## config.mk

```make
export PLATFORM = sky130hd
export DESIGN_NAME = sys_host_cmd
export DESIGN_NICKNAME = d
export VERILOG_FILES = /design/src/rtl/sys_host_cmd_pkg.sv /design/src/rtl/sys_host_cmd.sv
export SDC_FILE = /design/constraint.sdc
export NUM_CORES = 1
export LEC_CHECK = 0
export ABC_AREA = 1
export BUFFER_PORTS_ARGS = -buffer_cell sky130_fd_sc_hd__buf_2
export CAP_MARGIN = 20
export CORE_ASPECT_RATIO = 1.5
export CORE_MARGIN = 1.5
export CORE_UTILIZATION = 50
export DETAILED_ROUTE_END_ITERATION = 7
export MAX_ROUTING_LAYER = met4
export PLACE_DENSITY = 0.78
export SLEW_MARGIN = 20
export SYNTH_ARGS = -nofsm -noshare
export SYNTH_HDL_FRONTEND = slang
export SYNTH_SLANG_ARGS = --single-unit
```

## constraint.sdc

```tcl
create_clock -name CLK -period 1.55 [get_ports CLK]
set_input_delay 0.2325 -clock CLK [delete_from_list [all_inputs] [get_ports CLK]]
set_output_delay 0.2325 -clock CLK [all_outputs]
set_load 0.02 [all_outputs]
```

## src/rtl/sys_host_cmd_pkg.sv

```systemverilog
// Shared definitions for the host command initiator:
// command bytes, request encodings, FSM states.
package sys_host_cmd_pkg;

  localparam logic [7:0] CMD_WR  = 8'hAA;
  localparam logic [7:0] CMD_RD  = 8'hBB;
  localparam logic [7:0] CMD_ALU = 8'hCC;
  localparam logic [7:0] CMD_NOP = 8'hDD;

  typedef enum logic [1:0] {
    REQ_WR  = 2'd0,
    REQ_RD  = 2'd1,
    REQ_ALU = 2'd2,
    REQ_NOP = 2'd3
  } req_type_e;

  typedef enum logic [2:0] {
    ST_IDLE,
    ST_SEND,
    ST_WAIT_HI,
    ST_WAIT_LO,
    ST_RSP_WAIT,
    ST_DONE
  } state_e;

endpackage

```

## src/rtl/sys_host_cmd.sv

```systemverilog
// Serializes one host request into a UART command frame and
// gathers the 0/1/2 response bytes into a result word.
module sys_host_cmd
  import sys_host_cmd_pkg::*;
#(
  parameter int WIDTH     = 8,
  parameter int ADDR      = 4,
  parameter int TO_CYCLES = 4096
) (
  input  logic               CLK,
  input  logic               RST,
  input  logic               REQ_VLD,
  input  logic [1:0]         REQ_TYPE,
  input  logic [ADDR-1:0]    REQ_ADDR,
  input  logic [WIDTH-1:0]   REQ_DATA_A,
  input  logic [WIDTH-1:0]   REQ_DATA_B,
  input  logic [3:0]         REQ_FUN,
  output logic               REQ_RDY,
  output logic [WIDTH-1:0]   TX_DATA,
  output logic               TX_VLD,
  input  logic               TX_BUSY,
  input  logic [WIDTH-1:0]   RX_DATA,
  input  logic               RX_VLD,
  output logic [2*WIDTH-1:0] RSP_DATA,
  output logic               RSP_VLD,
  output logic               RSP_ERR
);

  localparam logic [15:0] TO_LAST = 16'(TO_CYCLES - 1);

  state_e                  state_q, state_d;
  logic [3:0][WIDTH-1:0]   frm_q, frm_d;
  logic [1:0]              last_q, last_d;
  logic [1:0]              idx_q, idx_d;
  logic [1:0]              nrsp_q, nrsp_d;
  logic                    rxc_q, rxc_d;
  logic [WIDTH-1:0]        lo_q, lo_d;
  logic [WIDTH-1:0]        hi_q, hi_d;
  logic [15:0]             cnt_q, cnt_d;
  logic [WIDTH-1:0]        tx_data_q, tx_data_d;
  logic                    tx_vld_q, tx_vld_d;
  logic                    rsp_vld_q, rsp_vld_d;
  logic                    rsp_err_q, rsp_err_d;
  logic [2*WIDTH-1:0]      rsp_data_q, rsp_data_d;
  logic                    fin, fin_err, to_hit;

  assign REQ_RDY  = (state_q == ST_IDLE);
  assign TX_DATA  = tx_data_q;
  assign TX_VLD   = tx_vld_q;
  assign RSP_DATA = rsp_data_q;
  assign RSP_VLD  = rsp_vld_q;
  assign RSP_ERR  = rsp_err_q;
  assign to_hit   = (cnt_q == TO_LAST);

  always_comb begin
    state_d    = state_q;
    frm_d      = frm_q;
    last_d     = last_q;
    idx_d      = idx_q;
    nrsp_d     = nrsp_q;
    rxc_d      = rxc_q;
    lo_d       = lo_q;
    hi_d       = hi_q;
    cnt_d      = cnt_q;
    tx_data_d  = tx_data_q;
    tx_vld_d   = 1'b0;
    rsp_vld_d  = 1'b0;
    rsp_err_d  = 1'b0;
    rsp_data_d = rsp_data_q;
    fin        = 1'b0;
    fin_err    = 1'b0;
    unique case (state_q)
      ST_IDLE: begin
        cnt_d = '0;
        if (REQ_VLD) begin
          frm_d      = '0;
          idx_d      = '0;
          rxc_d      = 1'b0;
          lo_d       = '0;
          hi_d       = '0;
          rsp_data_d = '0;
          state_d    = ST_SEND;
          unique case (req_type_e'(REQ_TYPE))
            REQ_WR: begin
              frm_d[0] = WIDTH'(CMD_WR);
              frm_d[1] = WIDTH'(REQ_ADDR);
              frm_d[2] = REQ_DATA_A;
              last_d   = 2'd2;
              nrsp_d   = 2'd0;
            end
            REQ_RD: begin
              frm_d[0] = WIDTH'(CMD_RD);
              frm_d[1] = WIDTH'(REQ_ADDR);
              last_d   = 2'd1;
              nrsp_d   = 2'd1;
            end
            REQ_ALU: begin
              frm_d[0] = WIDTH'(CMD_ALU);
              frm_d[1] = REQ_DATA_A;
              frm_d[2] = REQ_DATA_B;
              frm_d[3] = WIDTH'(REQ_FUN);
              last_d   = 2'd3;
              nrsp_d   = 2'd2;
            end
            REQ_NOP: begin
              frm_d[0] = WIDTH'(CMD_NOP);
              frm_d[1] = WIDTH'(REQ_FUN);
              last_d   = 2'd1;
              nrsp_d   = 2'd2;
            end
          endcase
        end
      end
      ST_SEND: begin
        cnt_d = '0;
        if (!TX_BUSY) begin
          tx_vld_d  = 1'b1;
          tx_data_d = frm_q[idx_q];
          state_d   = ST_WAIT_HI;
        end
      end
      ST_WAIT_HI: begin
        cnt_d = cnt_q + 16'd1;
        if (TX_BUSY) begin
          cnt_d   = '0;
          state_d = ST_WAIT_LO;
        end else if (to_hit) begin
          fin     = 1'b1;
          fin_err = 1'b1;
        end
      end
      ST_WAIT_LO: begin
        cnt_d = cnt_q + 16'd1;
        if (!TX_BUSY) begin
          cnt_d = '0;
          if (idx_q != last_q) begin
            idx_d   = idx_q + 2'd1;
            state_d = ST_SEND;
          end else if (nrsp_q == 2'd0) begin
            fin = 1'b1;
          end else begin
            state_d = ST_RSP_WAIT;
          end
        end else if (to_hit) begin
          fin     = 1'b1;
          fin_err = 1'b1;
        end
      end
      ST_RSP_WAIT: begin
        cnt_d = cnt_q + 16'd1;
        if (RX_VLD) begin
          cnt_d = '0;
          if (rxc_q) hi_d = RX_DATA;
          else       lo_d = RX_DATA;
          rxc_d = 1'b1;
          fin   = ({1'b0, rxc_q} == nrsp_q - 2'd1);
        end else if (to_hit) begin
          fin     = 1'b1;
          fin_err = 1'b1;
        end
      end
      ST_DONE: state_d = ST_IDLE;
      default: state_d = ST_IDLE;
    endcase
    // completion is flagged on entry to DONE so the pulse spans DONE
    if (fin) begin
      state_d    = ST_DONE;
      cnt_d      = '0;
      rsp_vld_d  = 1'b1;
      rsp_err_d  = fin_err;
      rsp_data_d = fin_err ? '0 : {hi_d, lo_d};
    end
  end

  always_ff @(posedge CLK or negedge RST) begin
    if (!RST) begin
      state_q    <= ST_IDLE;
      frm_q      <= '0;
      last_q     <= '0;
      idx_q      <= '0;
      nrsp_q     <= '0;
      rxc_q      <= 1'b0;
      lo_q       <= '0;
      hi_q       <= '0;
      cnt_q      <= '0;
      tx_data_q  <= '0;
      tx_vld_q   <= 1'b0;
      rsp_vld_q  <= 1'b0;
      rsp_err_q  <= 1'b0;
      rsp_data_q <= '0;
    end else begin
      state_q    <= state_d;
      frm_q      <= frm_d;
      last_q     <= last_d;
      idx_q      <= idx_d;
      nrsp_q     <= nrsp_d;
      rxc_q      <= rxc_d;
      lo_q       <= lo_d;
      hi_q       <= hi_d;
      cnt_q      <= cnt_d;
      tx_data_q  <= tx_data_d;
      tx_vld_q   <= tx_vld_d;
      rsp_vld_q  <= rsp_vld_d;
      rsp_err_q  <= rsp_err_d;
      rsp_data_q <= rsp_data_d;
    end
  end

endmodule

```

==> metrics.md <==
| Metric | Value |
|---|---|
| Max-slew violations | `0` |
| Num rows | `42` |
| Post-route design area | `0.00596 sq mm` |
| Largest net degree at the start of global routing | `34` |
| Area of the die | `0.00962 sq mm` |
| R2r setup slk | `-0.15 ns` |
| DR WL/cell | `15.6 microns` |
| Critical path buffers and inverters | `2` |
| Vias in the first global route | `4,046` |
| Count leader, synth | `nand2_1` |
| Tmin final | `1.70 ns` |
| Outcome | `finished, violations left` |
| P&R area growth vs syn | `32.0%` |
| Synth Cell Area | `0.00451 sq mm` |
| Post-Place Cells | `between 700 and 800` |
| Overall power | `around 10 mW` |
| Die Height | `119 microns` |
| Number of synthesized flops with an enable pin | `0` |
| Total number of vias | `4,181` |
| Global-route wire length before repair | `18.9 mm` |
| Critical path peak fanout | `5` |
| Initial antenna violation count | `0` |
| Mean Syn Cell Area | `8.49 sq um` |
| GRT Overall Usage | `0.262` |
| Worst setup path category | `flop to flop` |
| Starting density of the core | `0.514` |
| Async SR Flop Fraction | `1.00` |
| Top-area cell type share of the netlist area | `0.510` |
| Synthesized instance count | `532` |
| Synth unique cells | `39` |
| Period utilisation layout | `1.10` |
| Ys flop type | `dfrtp_1` |
| Root Buffer Master | `clkbuf_16` |
| Router iterations before antenna repair | `6` |
| Worst slew pin tran | `about 0.58 ns` |
| Setup-failing EPs final | `36` |
| Hpwl dp | `7.87 mm` |
| Sequential area share after synthesis | `0.510` |
| Switching pwr | `3.84 mW` |
| Post-synth top cells | `136 x nand2_1, 92 x dfrtp_1, 58 x nand3_1, 53 x inv_1, 45 x o21ai_0` |
| Pint | `6.10 mW` |
| Main area contributors after synthesis | `dfrtp_1 51%, nand2_1 11%, nand3_1 6.4%` |
| Cell breakdown of the critical path | `inv_2, nand2_2, nor2_4, inv_1, nor2_4, nand2_1, nand2_2, nand2_1, o21ai_0, nand2_1` |
| H-tree levels | `3` |
| Placer congestion estimate | `0.851` |
| Crit-path most repeated cell | `nand2_1` |
| Non-filler instance count after layout | `766` |
| Area post-placement | `0.00524 sq mm` |
| Sequential group share of total power | `0.369` |
| Clock share of power | `0.221` |
| Worst-path clk slew | `0.07 ns` |
| Yosys reg bits | `between 90 and 100` |
| Worst VDD drop | `1.01 mV` |
| DRC Markers | `0` |
| Die width | `between 80 and 90 microns` |
| Failing checks | `negative setup slack` |
| CP endpoint kind | `flop` |
| Lkg Pwr | `2.93 nW` |
| Crit path DAT | `between 1.5 and 2 ns` |
| Final Util | `0.679` |
| Nets | `692` |
| Fraction of power spent switching nets | `0.386` |
| FMAX | `588 MHz` |
| Comb pwr share | `0.409` |
| Power density cells | `roughly 1700 mW/mm^2` |
| ANT nets after route | `0` |
| Fin Hold WS | `0.141 ns` |
| Largest area contributor in the netlist | `dfrtp_1` |
| First-iteration detailed-routing DRC count | `approximately 290` |
| Clk sinks | `92` |
| Worst Hold Class | `input pin to flop` |
| Worst Skew | `approximately 0.0090 ns` |
| Share of cells above drive strength 1 | `0.323` |
| Syn. warnings | `0` |
| Highest-delay cell along the critical path | `dfrtp_1` |
| CP max stage delay | `about 0.4 ns` |
| Slack of the critical path | `-0.151 ns` |
| Max cap viols | `0` |
| Startpoint Class | `flop` |
| Clk buf depth | `2` |
| RSZ-0062 raised after global routing | `yes` |
| Relative slew slack | `0.611` |
| Via-per-instance ratio | `approximately 5.5` |
| Syn Nets | `573` |
| Worst-Skew Late Latency | `about 0.35 ns` |
| Post-Route WL | `approximately 12 mm` |
| CTS Buf Count | `9` |
| Final Hold Vio Count | `0` |
| Setup TNS | `-1.99 ns` |
| TritonCTS clock tree | `yes` |
| Placeable Area | `approximately 0.0088 sq mm` |
| Ant diodes | `0` |
| Number of port buffers | `66` |
| Crit-path leading delay family | `simple AND/OR/NAND/NOR gates` |
| Post-Place Worst Slack | `-0.134 ns` |
| Top Ports | `67` |
| WP data required | `1.77 ns` |
| Overflow after GRT | `0` |
## layout make-up
class / count / area (sq um)
Timing Repair Buffer: 125 / 915
Sequential cell: 92 / 2310
Inverter: 61 / 243
Multi-Input combinational cell: 362 / 2060
Clock buffer: 10 / 229
Clock inverter: 6 / 65.1
Fill cell: 678 / 2820
Tap cell: 110 / 138
## per-layer routing
| layer | up-vias | GRT usage | part of all wire |
|---|---|---|---|
| li1 | 2002 | - | - |
| met1 | 2011 | 0.320 | 0.40 |
| met2 | 139 | 0.422 | 0.53 |
| met3 | 29 | 0.0475 | 0.045 |
| met4 | 0 | 0.114 | 0.026 |
| met5 | - | - | 0 |
## cell families (layout without fill, tap and decap cells)
group                      count (synthesis)  count (layout)  share of synthesized area
and+or+nand+nor                          257             257                      0.267
AOI/OAI and AO/OA                         97              97                      0.127
DFF                                       92              92                      0.510
buffers and inverters                     78             202                     0.0782
xor gates and xnor gates                   6               6                     0.0116
adders and majority gates                  2               2                    0.00554
## cell usage in the layout, fill, tap and decap left out, types with 4 or more instances in the layout
| master | netlist | routed |
|---|---|---|
| a21oi_1 | 15 | 9 |
| a21oi_2 | 0 | 4 |
| buf_12 | 1 | 7 |
| buf_2 | 6 | 64 |
| buf_4 | 9 | 48 |
| clkbuf_16 | 0 | 11 |
| clkinvlp_4 | 0 | 5 |
| dfrtp_1 | 92 | 89 |
| inv_1 | 53 | 48 |
| inv_2 | 5 | 8 |
| nand2_1 | 136 | 129 |
| nand2_2 | 3 | 8 |
| nand3_1 | 58 | 53 |
| nand3_2 | 9 | 12 |
| nand4_1 | 8 | 8 |
| nor2_1 | 24 | 17 |
| nor2_2 | 4 | 6 |
| nor2_4 | 1 | 6 |
| o211ai_1 | 8 | 8 |
| o21a_1 | 10 | 10 |
| o21ai_0 | 45 | 29 |
| o21ai_1 | 4 | 18 |
| o21ai_2 | 2 | 4 |
| o31ai_1 | 4 | 4 |
| xor2_1 | 5 | 5 |
## worst min-delay path, stage by stage
cell and delay (ns):
buf_2 0.08, nand3_1 0.06, o211ai_1 0.07
## power by group through the flow
stage	sequential (mW)	combinational, mW	clock, mW
after global placement	3.61	3.15	0
after CTS	3.62	3.52	2.21
after global routing	3.75	4.41	2.33
after detailed placement	3.64	3.29	0
after floorplan	3.72	1.94	0
final	3.67	4.07	2.20
## registers in the layout, indices dropped and copies added, names as in the netlist
register	cells
frm_q	24
RSP_DATA	16
cnt_q	16
TX_DATA	8
hi_q	8
lo_q	8
state_q	3
idx_q	2
last_q	2
RSP_ERR	1
RSP_VLD	1
TX_VLD	1
nrsp_q	1
rxc_q	1
## path summary, 6_finish.rpt
check / cells after the start / from / end
max: 10 / state_q[2]$_DFFE_PN0P_ / state_q[2]$_DFFE_PN0P_
min: 3 / REQ_DATA_B[7] / frm_q[23]$_DFFE_PN0P_
max reg2reg: 10 / state_q[2]$_DFFE_PN0P_ / state_q[2]$_DFFE_PN0P_
min reg2reg: 1 / TX_DATA[0]$_DFFE_PN0P_ / TX_DATA[0]$_DFFE_PN0P_
max in group asynchronous: 3 / RST / RSP_DATA[10]$_DFFE_PN0P_
min in group asynchronous: 2 / RST / cnt_q[5]$_DFFE_PN0P_
## timing repair
action | in CTS | in global routing
buffers inserted | 7 | 6
resized for setup | 16 | 61
gates cloned | 0 | 2
hold buffers | 1 | 0
hold endpoints to repair | 27 | 0
pin swaps | 3 | 10
setup endpoints to repair | 39 | 84
Power figures use the tool's default switching activity.
